$ cat config.mk
export PLATFORM = sky130hd
export DESIGN_NAME = mesi_isc_broad_cntl_n
export DESIGN_NICKNAME = d
export VERILOG_FILES = /design/src/rtl/mesi_isc_broad_cntl_n.sv
export SDC_FILE = /design/constraint.sdc
export NUM_CORES = 1
export LEC_CHECK = 0
export ABC_CLOCK_PERIOD_IN_PS = 2000
export CORE_MARGIN = 4
export CORE_UTILIZATION = 35
export DETAILED_ROUTE_END_ITERATION = 6
export GPL_ROUTABILITY_DRIVEN = 1
export PLACE_DENSITY = 0.66
export SYNTH_ARGS = -nofsm -noshare
export SYNTH_HDL_FRONTEND = slang
export SYNTH_SLANG_ARGS = --single-unit
$ cat constraint.sdc
create_clock -name clk -period 2 [get_ports clk]
set_input_delay 0.4 -clock clk [delete_from_list [all_inputs] [get_ports clk]]
set_output_delay 0.4 -clock clk [all_outputs]
set_load 0.01 [all_outputs]
$ cat src/rtl/mesi_isc_broad_cntl_n.sv
// Broadcast controller for the MESI ISC interconnect. It serves one FIFO entry at a time: snoop, enable the initiator, then pop.
// Optional ack timeout is built when MESI_ISC_BROAD_TIMEOUT_EN is defined.
module mesi_isc_broad_cntl_n #(
    parameter int CPU_COUNT        = 4,
    parameter int CPU_ID_WIDTH     = 2,
    parameter int CBUS_CMD_WIDTH   = 3,
    parameter int BROAD_TYPE_WIDTH = 2,
    parameter int BROAD_ID_WIDTH   = 5,
    parameter int TIMEOUT_CYCLES   = 255
) (
    input  logic                                clk,
    input  logic                                rst,
    input  logic [CPU_COUNT-1:0]                cbus_ack_array_i,
    input  logic [CPU_COUNT-1:0]                snoop_mask_i,
    input  logic                                fifo_status_empty_i,
    input  logic                                fifo_status_full_i,
    input  logic [BROAD_TYPE_WIDTH-1:0]         broad_snoop_type_i,
    input  logic [CPU_ID_WIDTH-1:0]             broad_snoop_cpu_id_i,
    input  logic [BROAD_ID_WIDTH-1:0]           broad_snoop_id_i,
    output logic [CPU_COUNT*CBUS_CMD_WIDTH-1:0] cbus_cmd_array_o,
    output logic                                broad_fifo_rd_o,
    output logic                                busy_o,
    output logic [BROAD_ID_WIDTH-1:0]           active_id_o,
    output logic                                timeout_o,
    output logic [CPU_COUNT-1:0]                timeout_cpu_array_o
);

    localparam logic [CBUS_CMD_WIDTH-1:0]   CMD_NOP      = CBUS_CMD_WIDTH'(0);
    localparam logic [CBUS_CMD_WIDTH-1:0]   CMD_WR_SNOOP = CBUS_CMD_WIDTH'(1);
    localparam logic [CBUS_CMD_WIDTH-1:0]   CMD_RD_SNOOP = CBUS_CMD_WIDTH'(2);
    localparam logic [CBUS_CMD_WIDTH-1:0]   CMD_EN_WR    = CBUS_CMD_WIDTH'(3);
    localparam logic [CBUS_CMD_WIDTH-1:0]   CMD_EN_RD    = CBUS_CMD_WIDTH'(4);
    localparam logic [BROAD_TYPE_WIDTH-1:0] BREQ_TYPE_WR = BROAD_TYPE_WIDTH'(1);

    typedef enum logic [1:0] {IDLE, SNOOP, ENABLE, POP} state_t;

    state_t                      state;
    logic [BROAD_TYPE_WIDTH-1:0] type_q;
    logic [CPU_ID_WIDTH-1:0]     cpu_q;
    logic [CPU_COUNT-1:0]        pending;
    logic [CPU_COUNT-1:0]        pending_next;
    logic [CPU_COUNT-1:0]        head_onehot;
    logic [CPU_COUNT-1:0]        head_pending;
    logic [CPU_COUNT-1:0]        init_onehot;
    logic                        head_invalid;
    logic                        is_wr;

    always_comb begin
        head_onehot = '0;
        init_onehot = '0;
        for (int i = 0; i < CPU_COUNT; i++) begin
            head_onehot[i] = (broad_snoop_cpu_id_i == CPU_ID_WIDTH'(i));
            init_onehot[i] = (cpu_q == CPU_ID_WIDTH'(i));
        end
    end

    assign head_invalid = ({1'b0, broad_snoop_cpu_id_i} >= (CPU_ID_WIDTH+1)'(CPU_COUNT));
    assign head_pending = snoop_mask_i & ~head_onehot;
    assign pending_next = pending & ~cbus_ack_array_i;
    assign is_wr        = (type_q == BREQ_TYPE_WR);

    assign broad_fifo_rd_o = (state == POP);
    assign busy_o          = (state != IDLE);

    // Commands come only from latched request state, never from the live FIFO head.
    always_comb begin
        cbus_cmd_array_o = {CPU_COUNT{CMD_NOP}};
        for (int i = 0; i < CPU_COUNT; i++) begin
            if (state == SNOOP && pending[i]) begin
                cbus_cmd_array_o[i*CBUS_CMD_WIDTH +: CBUS_CMD_WIDTH] = is_wr ? CMD_WR_SNOOP : CMD_RD_SNOOP;
            end else if (state == ENABLE && init_onehot[i]) begin
                cbus_cmd_array_o[i*CBUS_CMD_WIDTH +: CBUS_CMD_WIDTH] = is_wr ? CMD_EN_WR : CMD_EN_RD;
            end
        end
    end

`ifdef MESI_ISC_BROAD_TIMEOUT_EN
    localparam logic [15:0] TMO_LAST = 16'(TIMEOUT_CYCLES - 1);

    logic [15:0] tmo_cnt;
    logic        tmo_hit;
    logic        unused_inputs;

    assign tmo_hit       = (tmo_cnt == TMO_LAST);
    assign unused_inputs = fifo_status_full_i;
`else
    logic unused_inputs;

    assign timeout_o           = 1'b0;
    assign timeout_cpu_array_o = '0;
    assign unused_inputs       = fifo_status_full_i | (TIMEOUT_CYCLES == 0);
`endif

    always_ff @(posedge clk or negedge rst) begin
        if (!rst) begin
            state       <= IDLE;
            type_q      <= '0;
            cpu_q       <= '0;
            pending     <= '0;
            active_id_o <= '0;
`ifdef MESI_ISC_BROAD_TIMEOUT_EN
            tmo_cnt             <= '0;
            timeout_o           <= 1'b0;
            timeout_cpu_array_o <= '0;
`endif
        end else begin
`ifdef MESI_ISC_BROAD_TIMEOUT_EN
            timeout_o <= 1'b0;
`endif
            case (state)
                IDLE: begin
                    if (!fifo_status_empty_i) begin
                        type_q      <= broad_snoop_type_i;
                        cpu_q       <= broad_snoop_cpu_id_i;
                        active_id_o <= broad_snoop_id_i;
                        pending     <= head_pending;
`ifdef MESI_ISC_BROAD_TIMEOUT_EN
                        tmo_cnt             <= '0;
                        timeout_cpu_array_o <= '0;
`endif
                        if (head_invalid) begin
                            state <= POP;
                        end else if (|head_pending) begin
                            state <= SNOOP;
                        end else begin
                            state <= ENABLE;
                        end
                    end
                end
                SNOOP: begin
                    pending <= pending_next;
                    if (pending_next == '0) begin
                        state <= ENABLE;
`ifdef MESI_ISC_BROAD_TIMEOUT_EN
                        tmo_cnt <= '0;
                    end else if (tmo_hit) begin
                        // A CPU acking on the expiry cycle is not reported as timed out.
                        timeout_o           <= 1'b1;
                        timeout_cpu_array_o <= pending_next;
                        pending             <= '0;
                        tmo_cnt             <= '0;
                        state               <= ENABLE;
                    end else begin
                        tmo_cnt <= (pending_next != pending) ? 16'd0 : tmo_cnt + 16'd1;
`endif
                    end
                end
                ENABLE: begin
                    if (|(cbus_ack_array_i & init_onehot)) begin
                        state <= POP;
                    end
`ifdef MESI_ISC_BROAD_TIMEOUT_EN
                    else if (tmo_hit) begin
                        timeout_o           <= 1'b1;
                        timeout_cpu_array_o <= init_onehot;
                        state               <= POP;
                    end else begin
                        tmo_cnt <= tmo_cnt + 16'd1;
                    end
`endif
                end
                POP: begin
                    state <= IDLE;
                end
                default: begin
                    state <= IDLE;
                end
            endcase
        end
    end

endmodule

Word-level counts from Yosys, hierarchy flattened
Cells that the tools add are included.

Register bits: 15. Word-level logic and storage cells: 60. Output and inout port bits: 24.

Eq/ne operators: 13. Muxes and demuxes: 17. Bitwise gates (word level): 6. Reductions and logical operators: 19.

Operators with widths (number): 3-bit 2-to-1 mux (9); 4-bit AND (3); 2-bit equality test, second input constant (6); 2-bit 2-to-1 mux (5); 2-bit by 1-bit equality test with 1-bit output, second input constant (4); 1-bit logical AND (8); 4-bit inverter (2); 2-bit case mux with 4 select lines (1); 4-bit case mux with 2 select lines (1); 4-bit OR reduction (2); 2-bit zero test (3); 4-bit zero test (1); 4-bit 2-to-1 mux (1); 2-bit by 1-bit != test with 1-bit output, second input constant (2); 2-bit AND reduction (2); 2-bit nonzero test (2); 3-bit AND reduction (1); 2-bit != test, second input constant (1); 1-bit inverter (1).

Logic depth before layout (Yosys ltp)
Gate-level depths: netlist of the first run.

Depth after elaboration: 7. Gate-level depth with buffers: 7.

Least setup slack after synthesis of the first run
OpenSTA, ideal clock, no wires.

Path kind: register to output. From: register state[1]. To: output port cbus_cmd_array_o[1]. Required time: 1.600 ns. Stages on the path, launching flop included: 7. Setup slack: 0.124 ns. Data arrival time: 1.476 ns. Cells stage by stage: dfrtp_1 inv_1 ha_1 clkbuf_1 clkbuf_1 nand2_1 o21ai_0.

Cells in the longest elaborated chain, start to end: 4. Elaborated cells between the ends (all ways): 6.

RTL lines: start: declaration (line 37) `state_t state;`; start signal: assignment (line 96) `state <= IDLE;`; start signal: assignment (line 122) `state <= POP;`; start signal: assignment (line 124) `state <= SNOOP;`; 2-bit equality test (line 71) `end else if (state == ENABLE && init_onehot[i]) begin`; 1-bit logical AND (line 71); 3-bit 2-to-1 mux (line 71); 3-bit 2-to-1 mux * (line 69) `if (state == SNOOP && pending[i]) begin`; end: declaration (line 20) `output logic [CPU_COUNT*CBUS_CMD_WIDTH-1:0] cbus_cmd_array_o,`.

Every way passes the cells marked *; elsewhere a longest branch is shown, timed or not.

Worst setup path in the final report of the first run
From: register state[1]. To: output port cbus_cmd_array_o[6].

Same word-level chain as after synthesis.

==> metrics.cfg, run 1 <==
[sta]
max_slew_margin = 0.5369
worst_pin_slew_ns = 0.6924
slew_violations = 0
fin_hold_ws_ns = 0.5142
finalSetupTns_ns = 0
fin_ws_ns = 0.02416
skew_ns = 0.003612
rsz0062_at_grt = yes
hold_viol = 0
period_needed_ns = 1.976
finalCritPeriodShare = 0.9879
finalSetupViolations = 0
max_freq_ghz = 0.5061

[worst_setup_path]
cp-start-kind = flop
crit_path_cell_trace = inv_1 -> ha_4 -> nand2_1 -> a21oi_1 -> dlygate4sd2_1
r2r_slack_ns = 0.20
cp_max_fo = 7
arrival_ns = 1.58
reg2regPathDepth = 8
path_class = reg2out
reg2reg_from = state[1]
critPathCaptureType = primary output
critical_path.max_stage_delay_ns = 0.42
crit_start = state[1]
slowest_stage = dfrtp_1
critPathRequiredTime_ns = 1.60
r2r-end = active_id_o[4]

[cts]
clk_latency_ns = 0.29
cts_inserted_buffers = 3
cts_max_path_buffers = 2
clk_pin_slew_ns = 0.10
htreeDepth = 1
numClockSinks = 15
clockRootBuffer = clkbuf_4
hold_buffers = 0
cts_tree = done

[global_routing]
grt_overflow = 0
grt_pass1_wl_mm = 4.367
grt_pass1_vias = 1008
antenna_found_initial = 0
grt.total_usage = 0.1357
grt_max_degree = 16

[route]
first_iter_violations = 27
vias = 1004
firstDrtPassIters = 4
drcViolationCount = 0
vias_per_cell = 5.122
wl_per_cell_um = 13.69
drt-total-wl_mm = 2.683
final_antenna_net_count = 0

[floorplan]
die_h_um = 62.24
coreArea_um2 = 2781
dieArea_um2 = 3874
initial_core_util = 0.3702
ioPinCount = 45
rows = 19
die_w_um = 62.24

[final_layout]
final_net_count = 192
stdcell_area_um2 = 1578
nFillCells = 249
drive_gt1_frac = 0.3152
syn_to_final_growth_pct = 53.22
diodes = 0
fin_util = 0.5673

[power_and_ir_drop]
comb_power_share = 0.618
irDropWorstVdd_mv = 0.8494
power_density_nw_per_um2 = 1338
netSwitchingFraction = 0.3979
power_leakage_nw = 0.7243
pwr-share-seq = 0.293
netSwitchingPower_mw = 0.8398
p_int_mw = 1.271
p_clk_frac = 0.089

[job]
max_cap_violations = 0

[synth]
synth_cell_types = 30
yosysTopAreaCell = dfrtp_1
ys_warn_count = 0
yosysSeqAreaShare = 0.3645
synth_seq_cells = 15
avgSynthCellArea_um2 = 9.277
synth.most_common_cell = dfrtp_1
yosys-top-cells-area = dfrtp_1 (36%), mux2_2 (9.8%), ha_1 (6.1%)
synth_commonest_cells = dfrtp_1 (15), o21ai_0 (11), mux2_2 (9), nand2b_1 (8), inv_1 (7)
yosysTopAreaCellShare = 0.3645
ys.flop_type = dfrtp_1
synth.cell_area_um2 = 1030
synth_edf_count = 0
synth_cells = 111
ys_async_sr_fraction = 1.000

[place]
pre_cts_ws_ns = -0.1917
dp.final_hpwl_mm = 2.098
placed_area_um2 = 1509
gp_congestion = 0.8893
port_buffers = 38

[outcome]
status = finished clean

[hold_path]
hp-class = in2async

cell families after synthesis:
logic type | count (synthesis) | share of synthesized area
and+or+nand+nor | 34 | 0.1786
AOI/OAI and AO/OA | 28 | 0.1677
buffers and inverters | 16 | 0.07655
DFF | 15 | 0.3645
muxes | 12 | 0.1482
adders and majority gates | 5 | 0.06075
other | 1 | 0.003642
area by class of cell:
cell class / instances / area [um^2] / area share
multi-input cells: 84 / 656.9 / 0.4163
repair buffers: 55 / 450.4 / 0.2855
inverters: 7 / 26.28 / 0.01665
clock inverters: 1 / 7.507 / 0.004758
flip-flops and latches: 15 / 375.4 / 0.2379
well taps: 31 / 38.79 / 0.02458
clock buffers: 3 / 22.52 / 0.01427
layer usage:
layer	vias to the layer above	wire [um]	GRT usage
met3	0	200	0.05405
li1	488	-	-
met5	-	0	0
met4	0	0	0.01084
met1	481	1084	0.1523
met2	35	1398	0.2474
flip-flops by register name (all words and copies together), names as in the netlist:
register,count
type_q,2
active_id_o,5
state,2
cpu_q,2
pending,4
cell usage in the layout, fill, tap and decap left out, types with 3 or more instances in the layout:
master           instances
nand2b_4                 3
buf_2                    7
ha_1                     3
a22oi_1                  3
o21ai_0                  8
buf_4                   17
mux2_2                   9
nand2b_1                 5
o21ai_1                  3
nor2b_1                  4
clkbuf_2                 4
nor2_1                   5
inv_1                    6
conb_1                   5
clkdlybuf4s50_1         25
dfrtp_1                 15
clkbuf_4                 3
nand2_1                  4
nand3_1                  4
a21oi_1                  6
what timing repair did:
item | 4_1_cts | 5_1_grt
gates cloned | 0 | 0
buffers inserted | 2 | 2
gates resized for setup | 40 | 17
pin swaps | 1 | 1
endpoints found under the setup margin | 13 | 11
worst max-delay path by stage:
stage | endpoint | slack, ns
2_1_floorplan | cbus_cmd_array_o[1] | 0.12
3_3_place_gp | cbus_cmd_array_o[1] | -0.15
3_5_place_dp | cbus_cmd_array_o[1] | -0.19
4_1_cts | cbus_cmd_array_o[9] | 0.0001
5_1_grt | cbus_cmd_array_o[6] | -0.06
6_report | cbus_cmd_array_o[6] | 0.02
power groups by stage:
stage	Combinational, mW	Sequential [mW]	Clock, mW
after floorplan	0.678	0.594	0
after global placement	1.19	0.597	0
after detailed placement	1.21	0.606	0
after CTS	1.26	0.607	0.195
after global routing	1.44	0.638	0.212
final	1.31	0.618	0.187
metrics by stage:
step	std cells	power (mW)
2_1_floorplan	115	1.273
3_3_place_gp	188	1.789
3_5_place_dp	188	1.817
4_1_cts	194	2.060
5_1_grt	196	2.294
6_report	196	2.110
worst max-delay path: cells and delay by family (launching register included):
kind / cells / cell delay, ns
AOI/OAI and AO/OA: 1 / 0.15
adders and majority gates: 1 / 0.19
buffers and inverters: 2 / 0.41
DFF: 1 / 0.42
and+or+nand+nor: 1 / 0.11
No activity file was read; power rests on OpenSTA's default activity.
==> inputs of run 2 (changes only) <==
--- a/config.mk
+++ b/config.mk
@@ -10,7 +10,8 @@
 export CORE_UTILIZATION = 35
 export DETAILED_ROUTE_END_ITERATION = 6
 export GPL_ROUTABILITY_DRIVEN = 1
-export PLACE_DENSITY = 0.66
+export PLACE_DENSITY = 0.69
+export SKIP_LAST_GASP = 1
 export SYNTH_ARGS = -nofsm -noshare
 export SYNTH_HDL_FRONTEND = slang
 export SYNTH_SLANG_ARGS = --single-unit
==> metrics.cfg, run 2 (same netlist as run 1, synthesis figures left out) <==
[power_and_ir_drop]
netSwitchingFraction = 0.3977  ; about the same
p_clk_frac = 0.088  ; about the same
power_leakage_nw = 0.7243  ; about the same
design_power_total_mw = 2.105  ; -0.27%
pwr-share-seq = 0.288  ; -0.005
irDropWorstVdd_mv = 0.9324  ; +9.8%
p_int_mw = 1.268  ; -0.23%
netSwitchingPower_mw = 0.8372  ; -0.31%
comb_power_share = 0.623  ; +0.005
power_density_nw_per_um2 = 1334  ; -0.27%

[cts]
numClockSinks = 15  ; unchanged
clk_pin_slew_ns = 0.10  ; about the same
cts_tree = done
clockRootBuffer = clkbuf_4
cts_max_path_buffers = 2  ; unchanged
htreeDepth = 1  ; unchanged
hold_buffers = 0  ; unchanged
cts_inserted_buffers = 3  ; unchanged
clk_latency_ns = 0.29  ; about the same

[sta]
fin_ws_ns = -0.004585  ; -0.02874 ns
rsz0062_at_grt = yes
fin_hold_ws_ns = 0.5045  ; -0.009623 ns
worst_pin_slew_ns = 0.6709  ; -0.02152 ns
finalCritPeriodShare = 1.002  ; +0.01437
period_needed_ns = 2.005  ; +0.02874 ns
finalSetupViolations = 1  ; +1
max_slew_margin = 0.5513  ; +0.01439
hold_viol = 0  ; unchanged
slew_violations = 0  ; unchanged
skew_ns = 0.004090  ; +0.0004783 ns
max_freq_ghz = 0.4989  ; -1.4%

[route]
final_antenna_net_count = 0  ; unchanged
vias_per_cell = 5.036  ; -1.7%
drt-total-wl_mm = 2.751  ; +2.5%
wl_per_cell_um = 14.04  ; +2.5%
vias = 987  ; -1.7%
first_iter_violations = 11  ; -59%
drcViolationCount = 0  ; unchanged
firstDrtPassIters = 4  ; unchanged

[place]
pre_cts_ws_ns = -0.1672  ; +0.02454 ns
port_buffers = 38  ; unchanged
place_inst = 189  ; +0.53%
gp_congestion = 0.9053  ; +1.8%
dp.final_hpwl_mm = 2.122  ; +1.1%

[outcome]
status = finished, violations left
violations = setup timing

[worst_setup_path]
r2r-end = active_id_o[3]
cp_max_fo = 8  ; +1
reg2regPathDepth = 8  ; unchanged
critical_path.max_stage_delay_ns = 0.41  ; about the same
crit_path_cell_trace = inv_1 -> ha_4 -> nand2_1 -> a21oi_2 -> dlygate4sd2_1
critPathTopFamily = buffers and inverters
path_class = reg2out
slowest_stage = dfrtp_1
critPathRequiredTime_ns = 1.60  ; about the same
critPathCaptureType = primary output
arrival_ns = 1.60  ; +0.02 ns
critical_path_buf_inv_count = 2  ; unchanged
r2r_slack_ns = 0.18  ; -0.02 ns
reg2reg_from = state[1]
cp-start-kind = flop

[global_routing]
grt.total_usage = 0.1382  ; +0.002527
grt_pass1_wl_mm = 4.478  ; +2.5%
grt_max_degree = 16  ; unchanged
grt_overflow = 0  ; unchanged
antenna_found_initial = 0  ; unchanged
grt_pass1_vias = 993  ; -1.5%

[floorplan]
rows = 19  ; unchanged
ioPinCount = 45  ; unchanged
coreArea_um2 = 2781  ; unchanged
die_w_um = 62.24  ; unchanged
die_h_um = 62.24  ; unchanged
initial_core_util = 0.3702  ; unchanged
dieArea_um2 = 3874  ; unchanged

[job]
max_cap_violations = 0  ; unchanged

[final_layout]
mostFrequentLayoutCells = clkdlybuf4s50_1 (25), buf_4 (17), dfrtp_1 (15)
final_net_count = 192  ; unchanged
drive_gt1_frac = 0.3091  ; -0.006061
top_register = active_id_o
syn_to_final_growth_pct = 53.22  ; unchanged
reg_top3 = active_id_o (5), pending (4)
diodes = 0  ; unchanged
largest_reg_flops = 5  ; unchanged
layout_commonest_cell = clkdlybuf4s50_1
fin_cells = 196  ; unchanged
fin_util = 0.5673  ; unchanged
nFillCells = 254  ; +2.0%

[hold_path]
hp-class = in2async

-- run 2: changes by cell type in the layout (fill, tap and decap cells not counted) --
cell / before / now
a21oi_1: 6 / 5
a21oi_2: 0 / 1
buf_2: 7 / 5
clkbuf_2: 4 / 5
clkdlybuf4s15_2: 0 / 1
clkinv_2: 0 / 1
clkinvlp_4: 1 / 0
nand2_1: 4 / 5
nand2_2: 1 / 0
nand3_1: 4 / 5
nand3_2: 1 / 0
o21ai_0: 8 / 9
o21ai_1: 3 / 2
-- run 2: repair_timing --
action,CTS,global route
resized for setup,37,17
buffers inserted,1,2
pin swaps,0,2
setup endpoints to repair,13,11
-- run 2: worst max path at each step --
stage | startpoint | end | slack (ns) | cells after the start
after detailed placement | state[0] | cbus_cmd_array_o[1] | -0.17 | 6
after CTS | state[0] | cbus_cmd_array_o[7] | -0.06 | 6
after global routing | state[1] | cbus_cmd_array_o[3] | -0.1 | 5
final | state[1] | cbus_cmd_array_o[3] | -0.005 | 5
after global placement | state[0] | cbus_cmd_array_o[1] | -0.16 | 6
after floorplan | state[1] | cbus_cmd_array_o[1] | 0.12 | 6
-- run 2: layout make-up --
type / instances / area [um^2] / share of cell area
clock buffer: 3 / 22.52 / 0.01427
sequential: 15 / 375.4 / 0.2379
inverter: 7 / 26.28 / 0.01665
timing repair buffer: 55 / 456.7 / 0.2895
clock inverter: 1 / 5.005 / 0.003172
tap: 31 / 38.79 / 0.02458
multi-input combinational: 84 / 653.1 / 0.4140
-- run 2: per-layer routing --
| layer | global-route usage | wire, um | share of wire | vias up |
|---|---|---|---|---|
| li1 | - | - | - | 492 |
| met1 | 0.1654 | 1160 | 0.42 | 453 |
| met2 | 0.2409 | 1385 | 0.50 | 38 |
| met3 | 0.03784 | 182 | 0.066 | 4 |
| met4 | 0.03523 | 22 | 0.0080 | 0 |
| met5 | 0 | 0 | 0 | - |
-- run 2: power groups by stage --
stage / Clock (mW) / Sequential [mW] / Combinational [mW]
after CTS: 0.187 / 0.604 / 1.26
after detailed placement: 0 / 0.602 / 1.22
after global routing: 0.203 / 0.636 / 1.42
final: 0.186 / 0.607 / 1.31
after global placement: 0 / 0.596 / 1.20
after floorplan: 0 / 0.594 / 0.678
-- run 2: worst reg2reg max path, cell delays in order, from the launching register on --
cell and delay (ns):
dfrtp_1 0.41, inv_1 0.13, buf_4 0.14, ha_1 0.15
inv_1 0.06, buf_4 0.15, nor2_1 0.16, buf_4 0.19
mux2_2 0.33
-- run 2: per-stage QoR --
stage	TNS, ns	instance area, um^2
global placement	-0.9909	1516
global route	-0.3431	1578
floorplan	0	1045
detailed placement	-1.179	1516
finish	-0.004585	1578
CTS	-0.1270	1570
==> inputs of run 3 (changes only) <==
--- a/config.mk
+++ b/config.mk
@@ -8,6 +8,7 @@
 export ABC_CLOCK_PERIOD_IN_PS = 2000
 export CORE_MARGIN = 4
 export CORE_UTILIZATION = 35
+export CTS_CLUSTER_DIAMETER = 60
 export DETAILED_ROUTE_END_ITERATION = 6
 export GPL_ROUTABILITY_DRIVEN = 1
 export PLACE_DENSITY = 0.69
==> results of run 3 <==
The final DEF is identical to that of run 2; final timing and power are the same.
